===== src/rtl/al4s3b_wb_aperture_mux.sv =====
// Wishbone aperture decoder for the host bus.
// Splits the host address space into NUM_SLAVES fixed windows, drives one
// chip select per window and forwards the selected slave's acknowledge and
// read data. Accesses that nobody answers are acknowledged after TIMEOUT wait
// cycles with DEFAULT_READ_VALUE. Every such timeout is logged in a
// saturating counter, an address register and a one-cycle pulse.
module al4s3b_wb_aperture_mux #(
    parameter int                              NUM_SLAVES         = 4,
    parameter int                              APERWIDTH          = 17,
    parameter int                              APERSIZE           = 11,
    parameter int                              DATAWIDTH          = 32,
    parameter logic [NUM_SLAVES*APERWIDTH-1:0] BASE_ADDRS         = {17'h06000, 17'h04000, 17'h02000, 17'h00000},
    parameter logic [DATAWIDTH-1:0]            DEFAULT_READ_VALUE = 32'hBAD_FAB_AC,
    parameter int                              CNTR_WIDTH         = 4,
    parameter int                              TIMEOUT            = 7
) (
    input  logic                             WBs_CLK_i,
    input  logic                             WBs_RST_i,
    input  logic [APERWIDTH-1:0]             WBs_ADR_i,
    input  logic                             WBs_CYC_i,
    input  logic                             WBs_STB_i,
    output logic [NUM_SLAVES-1:0]            WBs_CYC_o,
    input  logic [NUM_SLAVES-1:0]            WBs_ACK_i,
    input  logic [NUM_SLAVES*DATAWIDTH-1:0]  WBs_SLV_DAT_i,
    output logic [DATAWIDTH-1:0]             WBs_RD_DAT_o,
    output logic                             WBs_ACK_o,
    output logic [7:0]                       ERR_CNT_o,
    output logic [APERWIDTH-1:0]             ERR_ADR_o,
    output logic                             ERR_PULSE_o
);

    // Lowest address bit that takes part in the window compare.
    localparam int                    TAG_LSB     = APERSIZE + 2;
    localparam int                    TAG_WIDTH   = APERWIDTH - TAG_LSB;
    localparam logic [CNTR_WIDTH-1:0] TIMEOUT_CNT = CNTR_WIDTH'(TIMEOUT);
    localparam logic [7:0]            ERR_CNT_MAX = 8'hFF;

    // IDLE waits for a strobe, COUNT waits for the slave, TOACK is the
    // single forced-acknowledge cycle after a timeout.
    typedef enum logic [1:0] {
        IDLE  = 2'd0,
        COUNT = 2'd1,
        TOACK = 2'd2
    } state_t;

    state_t                  state_q;
    logic [CNTR_WIDTH-1:0]   cnt_q;
    logic [CNTR_WIDTH-1:0]   cnt_d;
    logic [7:0]              err_cnt_q;
    logic [7:0]              err_cnt_d;
    logic [APERWIDTH-1:0]    err_adr_q;
    logic                    err_pulse_q;

    logic [NUM_SLAVES-1:0]   match;
    logic [NUM_SLAVES-1:0]   sel;
    logic                    mapped;
    logic                    strobe;
    logic                    slave_ack;
    logic                    in_toack;

    // Compare the tag bits of the host address against every window base.
    always_comb begin
        // NOTE: every signal written in a combinational block gets a default
        // before any conditional code, otherwise synthesis infers a latch.
        match = '0;
        for (int i = 0; i < NUM_SLAVES; i++) begin
            match[i] = (WBs_ADR_i[APERWIDTH-1:TAG_LSB] ==
                        BASE_ADDRS[i*APERWIDTH + TAG_LSB +: TAG_WIDTH]);
        end
    end

    // Reduce overlapping matches to one-hot; walking downwards lets the
    // lowest matching index overwrite any higher one.
    always_comb begin
        sel = '0;
        for (int i = NUM_SLAVES - 1; i >= 0; i--) begin
            if (match[i]) begin
                sel    = '0;
                sel[i] = 1'b1;
            end
        end
    end

    assign mapped    = |sel;
    assign strobe    = WBs_CYC_i & WBs_STB_i;
    assign slave_ack = |(WBs_ACK_i & sel);
    assign in_toack  = (state_q == TOACK);

    // Chip selects follow the address combinationally. They are dropped
    // during the forced-ack cycle so a late slave cannot answer it.
    assign WBs_CYC_o = sel & {NUM_SLAVES{WBs_CYC_i & ~in_toack}};

    // The host acknowledge is either the forced timeout ack or the selected
    // slave's ack. Acks from unselected windows never reach the host.
    assign WBs_ACK_o = ~WBs_RST_i &
                       (in_toack | (slave_ack & ~in_toack & strobe));

    // Steer the selected window's read data, or the fallback value for
    // timeouts and unmapped addresses.
    always_comb begin
        WBs_RD_DAT_o = DEFAULT_READ_VALUE;
        if (mapped && !in_toack) begin
            for (int i = 0; i < NUM_SLAVES; i++) begin
                if (sel[i]) begin
                    WBs_RD_DAT_o = WBs_SLV_DAT_i[i*DATAWIDTH +: DATAWIDTH];
                end
            end
        end
    end

    // Next values for the wait counter and the saturating error counter.
    always_comb begin
        cnt_d     = cnt_q + CNTR_WIDTH'(1);
        err_cnt_d = (err_cnt_q == ERR_CNT_MAX) ? err_cnt_q : err_cnt_q + 8'd1;
    end

    // Access-tracking FSM with the registered timeout log.
    always_ff @(posedge WBs_CLK_i) begin
        // NOTE: sequential state uses non-blocking assignments only, so every
        // register samples the values from before this edge.
        if (WBs_RST_i) begin
            state_q     <= IDLE;
            cnt_q       <= '0;
            err_cnt_q   <= '0;
            err_adr_q   <= '0;
            err_pulse_q <= 1'b0;
        end else begin
            err_pulse_q <= 1'b0;
            case (state_q)
                IDLE: begin
                    // A same-cycle slave ack completes the access here.
                    if (strobe && !slave_ack) begin
                        state_q <= COUNT;
                        cnt_q   <= CNTR_WIDTH'(1);
                    end
                end
                COUNT: begin
                    // Host abort and slave ack both beat the timeout, so
                    // a slave answering on the last wait cycle still wins.
                    if (!strobe || slave_ack) begin
                        state_q <= IDLE;
                        cnt_q   <= '0;
                    end else if (cnt_q == TIMEOUT_CNT) begin
                        state_q     <= TOACK;
                        err_pulse_q <= 1'b1;
                        err_adr_q   <= WBs_ADR_i;
                        err_cnt_q   <= err_cnt_d;
                    end else begin
                        cnt_q <= cnt_d;
                    end
                end
                TOACK: begin
                    state_q <= IDLE;
                    cnt_q   <= '0;
                end
                default: begin
                    state_q <= IDLE;
                    cnt_q   <= '0;
                end
            endcase
        end
    end

    assign ERR_CNT_o   = err_cnt_q;
    assign ERR_ADR_o   = err_adr_q;
    assign ERR_PULSE_o = err_pulse_q;

endmodule


===== config.mk =====
export PLATFORM = sky130hd
export DESIGN_NAME = al4s3b_wb_aperture_mux
export DESIGN_NICKNAME = d
export VERILOG_FILES = /design/src/rtl/al4s3b_wb_aperture_mux.sv
export SDC_FILE = /design/constraint.sdc
export NUM_CORES = 1
export LEC_CHECK = 0
export CORE_UTILIZATION = 33
export CTS_CLUSTER_SIZE = 12
export DETAILED_ROUTE_END_ITERATION = 10
export PLACE_DENSITY = 0.83
export SLEW_MARGIN = 20
export SYNTH_ARGS = -nofsm -noshare
export SYNTH_HDL_FRONTEND = slang
export SYNTH_SLANG_ARGS = --single-unit

===== constraint.sdc =====
create_clock -name WBs_CLK_i -period 2.2 [get_ports WBs_CLK_i]
set_clock_uncertainty 0.05 [all_clocks]
set_input_delay 0.44 -clock WBs_CLK_i [delete_from_list [all_inputs] [get_ports WBs_CLK_i]]
set_output_delay 0.44 -clock WBs_CLK_i [all_outputs]
set_load 0.02 [all_outputs]

# After elaboration in Yosys (flattened, before gate mapping)
# Cells that the tools add are included.
[word_totals] regBits=32
[op_classes] addsub=2 eq_ne=10 mux=18 bitwise_logic=13 n_reduce_logical=15
[ops] cell="$mux W32" count=5
[ops] cell="$mux W4" count=7
[ops] cell="$add A8 B1 Y8 const B" count=1
[ops] cell="$and A4 B4 Y4" count=2
[ops] cell="$eq A4 B2 Y1 const B" count=2
[ops] cell="$eq A8 B8 Y1 const B" count=1
[ops] cell="$pmux W4 S2" count=1
[ops] cell="$reduce_or A4 Y1" count=2
[ops] cell="$mux W2" count=3
[ops] cell="$ne A3 B3 Y1 const B" count=2
[ops] cell="$and A1 B1 Y1" count=5
[ops] cell="$not A1 Y1" count=5
[ops] cell="$add A4 B1 Y4 const B" count=1
[ops] cell="$eq A4 B1 Y1 const B" count=1
[ops] cell="$eq A4 B3 Y1 const B" count=1
[ops] cell="$logic_not A4 Y1" count=1
[ops] cell="$pmux W2 S2" count=1
[ops] cell="$reduce_and A2 Y1" count=2
[ops] cell="$reduce_and A4 Y1" count=1
[ops] cell="$logic_not A1 Y1" count=3
[ops] cell="$reduce_and A3 Y1" count=1
[ops] cell="$reduce_or A3 Y1" count=1
[ops] cell="$eq A2 B1 Y1 const B" count=1
[ops] cell="$eq A2 B2 Y1 const B" count=1
[ops] cell="6 further kinds" count=7

# Logic depth before layout (Yosys ltp)
[depth] depth_word=11 ltp_mapped=7

# Worst setup path after synthesis
# Ideal clock, no wire load.
[synth_path] path_kind="input port to output port" startpoint="input WBs_ADR_i[13]" endpoint="output WBs_RD_DAT_o[14]" arrival_time_ns=1.666 required_ns=1.710 path_slack_ns=0.044 stages=4 path_cell_list="buf_2 -> buf_2 -> mux4_2 -> and2_1"
[synth_between] elab_chain_len=9 elab_cells_between_ends=15 classes_between="3 x eq/ne; 9 x mux; 3 x reduce/logical"
[synth_rtl] element="start: declaration" line="19" text="input logic [APERWIDTH-1:0] WBs_ADR_i,"
[synth_rtl] element="$eq A4 B2 Y1" line="67" text="match[i] = (WBs_ADR_i[APERWIDTH-1:TAG_LSB] =="
[synth_rtl] element="$mux W4 (2 in a row)" line="77" text="if (match[i]) begin"
[synth_rtl] element="$mux W4 (*)" line="77"
[synth_rtl] element="$mux W32 (4 in a row)" line="104" text="if (sel[i]) begin"
[synth_rtl] element="$mux W32 (*)" line="102" text="if (mapped && !in_toack) begin"
[synth_rtl] element="end: declaration" line="25" text="output logic [DATAWIDTH-1:0] WBs_RD_DAT_o,"
# Mark *: on every way between the ends. The rest lies on a longest branch, timed or not.

# Worst setup path in the final report
[layout_path] startpoint="input WBs_SLV_DAT_i[42]" endpoint="output WBs_RD_DAT_o[10]"
[layout_between] elab_chain_len=4
[layout_rtl] element="start: declaration" line="24" text="input logic [NUM_SLAVES*DATAWIDTH-1:0] WBs_SLV_DAT_i,"
[layout_rtl] element="$mux W32 (3 in a row)" line="104"
[layout_rtl] element="$mux W32" line="102"
# Every way passes these cells.

==> flow_metrics.py <==
metrics = {
    "setup_path": {
        "r2r-start": "cnt_q[0]",
        "crit_family": "buffers and inverters",
        "critical_path.cell_chain": "clkdlybuf4s50_1 -> mux4_2 -> and2_1 -> buf_2",
        "crit_path_max_incr_delay_ps": 480,
        "cp_num_buf_inv": 2,
        "worstRegToRegCells": 6,
        "r2r-end": "ERR_CNT_o[3]",
        "crit_cells": 4,
        "path_max_fanout": 1,
        "arrival_ps": 1720,
        "endpoint": "WBs_RD_DAT_o[10]",
        "crit_type": "primary input to primary output",
        "cp-end-kind": "primary output",
        "required_ps": 1710,
        "start_kind": "primary input",
        "crit_path_start": "WBs_SLV_DAT_i[42]",
        "worst_path_max_delay_cell": "mux4_2",
        "reg2reg_slack_ps": 250,
    },
    "place": {
        "port_buffers": 215,
        "place.gp.congestion": 0.9062,
        "dp_hpwl_mm": 9.831,
    },
    "sta": {
        "setup_slack_ps": -7.392,
        "slew_headroom_pct": 75.75,
        "hold_viol": 0,
        "worstMarginPinSlew_ps": 362.5,
        "fmax_mhz": 453.0,
        "period_share_pct": 100.3,
        "whs_ps": 428.0,
        "setup_violations": 1,
        "min_period_ps": 2207,
        "drv_slew": 0,
    },
    "floorplan": {
        "fp.dieW_microns": 90.06,
        "io_pins": 216,
        "core_area_sq_mm": 0.007370,
        "start_util_pct": 34.72,
        "die_y_microns": 90.06,
        "std_cell_rows": 31,
        "dieArea_sq_mm": 0.008110,
    },
    "global_routing": {
        "grt.overflow.total": 0,
        "grt_first_pass_wirelength_mm": 18.53,
        "grt_pass1_vias": 3286,
        "grt_max_degree": 26,
        "grt_usage_pct": 29.78,
        "antenna_found_initial": 1,
    },
    "min_path": {
        "min_path_type": "flop to flop",
        "min_from": "ERR_ADR_o[4]",
    },
    "job": {
        "maxCapViolations": 0,
    },
    "synthesis": {
        "synth-seq-cells": 32,
        "synth_top_cell_area_share_pct": 28.17,
        "yosysTopAreaCell": "mux4_2",
        "ys_async_sr_fraction_pct": 0,
        "syn-cell-area_sq_mm": 0.002559,
        "netlist_instances": 267,
        "syn_avg_cell_area_sq_um": 9.583,
        "synth.yosys.seq_area_share_pct": 25.04,
        "yosys_most_used_dff": "dfxtp_1",
        "yosysUniqueCellTypes": 49,
        "syn_nets": 422,
        "synth_common_cells": "dfxtp_1 (32), mux4_2 (32), a21oi_1 (25)",
        "synth_edf_count": 0,
        "yosysWarnings": 0,
        "yosys-top-cells-area": "mux4_2 (28%), dfxtp_1 (25%), nand2b_1 (5.9%), a21oi_1 (4.9%), nand3_1 (4.3%)",
    },
    "status": {
        "status": "complete, but fails checks",
        "violations": "setup timing",
    },
    "drt": {
        "avgViaCountPerCell": 5.354,
        "ant_nets": 0,
        "wire_per_inst_microns": 20.05,
        "drc": 0,
        "drt-initial-drc-count": 154,
        "first_pass_iters": 7,
        "wl_mm": 12.07,
        "route.vias.total": 3223,
    },
    "power_and_ir_drop": {
        "leakagePower_nw": 1.886,
        "vdd_drop_max_v": 0.0002081,
        "power_per_cell_area_mw_per_mm2": 336.4,
    },
    "layout": {
        "fin_util_pct": 68.34,
        "final_nets": 657,
        "drive_above_1_share_pct": 25.90,
        "syn2layout_area_growth_pct": 96.82,
    },
    "clock_tree": {
        "h-tree-depth": 2,
        "cts_tree": "done",
        "cts_sinks": 32,
        "cts.path.max_buffers": 2,
        "clkSlewWorstSetupHoldPaths_ps": 60,
        "ctsRootBufferMaster": "clkbuf_8",
        "cts_hold_buf": 0,
        "cts_buffers": 5,
        "clock_latency_ps": 290,
    },
}
## stage by stage
stage | TNS, ps | power (mW) | instance area, sq um | setup slack, ps | std cells
floorplan | 0 | 0.8524 | 2559 | 44.29 | 267
global placement | -22550 | 1.268 | 5001 | -504.5 | 588
detailed placement | -24320 | 1.278 | 5001 | -519.0 | 588
CTS | -19.76 | 1.683 | 4986 | -10.72 | 598
global route | -45.06 | 1.768 | 5036 | -45.06 | 602
finish | -7.392 | 1.694 | 5036 | -7.392 | 602
## placed cells by master, fill, tap and decap left out, drive strengths merged, types with 6 or more instances in the layout
cell type	count
o21ai	20
buf	76
mux4	32
and2	13
dfxtp	32
clkbuf	10
nand2b	24
nand2	6
nor2	7
nand3	22
a21oi	25
clkdlybuf4s50	168
nor3	7
## registers in the layout, indices dropped and copies added (netlist names)
register and cells:
state_q 2, ERR_PULSE_o 1, ERR_ADR_o 17, ERR_CNT_o 8, cnt_q 4
## how the worst min path moves through the flow
| stage | to | slack (ps) | cells past startpoint |
|---|---|---|---|
| global route | ERR_ADR_o[11] | 460 | 2 |
| CTS | ERR_ADR_o[4] | 430 | 2 |
| floorplan | cnt_q[1] | 430 | 2 |
| detailed placement | ERR_ADR_o[4] | 420 | 2 |
| global placement | ERR_ADR_o[4] | 420 | 2 |
| finish | ERR_ADR_o[4] | 430 | 2 |
## layer usage
| metal | up-vias | share of wire [%] | GRT usage, % | wire (microns) |
|---|---|---|---|---|
| met2 | 166 | 55 | 56.42 | 6629 |
| met1 | 1550 | 36 | 32.75 | 4328 |
| met5 | - | 0 | 0 | 0 |
| li1 | 1495 | - | - | - |
| met4 | 0 | 1.0 | 5.376 | 122 |
| met3 | 12 | 8.2 | 8.883 | 988 |
## report_power, final
part,internal [mW],switching (mW)
clock network,0.215,0.213
logic,0.443,0.240
registers,0.581,0.00194
total,1.24,0.455
## worst reg2reg max path, stage by stage, from the launching register on
cell and delay (ps):
dfxtp_1 380, ha_1 260, and4b_1 260, o311ai_1 130, buf_4 200, or4_1 470
a21oi_1 140
## cell type report
cell class / instances / area (sq um)
Timing Repair Buffer: 254 / 2354
Fill cell: 583 / 2333
Multi-Input combinational cell: 204 / 1819
Sequential cell: 32 / 640.6
Tap cell: 99 / 123.9
Clock buffer: 6 / 72.57
Inverter: 5 / 18.77
Clock inverter: 1 / 5.005
Antenna cell: 1 / 2.502
## timing repair
action / 4_1_cts / 5_1_grt
cloned: 1 / 0
setup buffers: 2 / 3
gates resized for setup: 149 / 26
pin swaps: 4 / 4
setup endpoints to repair: 37 / 13
## logic make-up after synthesis
group                      count (synthesis)  share of synthesized area [%]
AOI/OAI and AO/OA                         61                          14.08
adders and majority gates                  2                         0.9778
DFF                                       32                          25.04
xor gates and xnor gates                   1                         0.3424
and+or+nand+nor                          102                          23.13
buffers and inverters                     31                          5.574
muxes                                     38                          30.86
(Power assumes the default switching activity.)
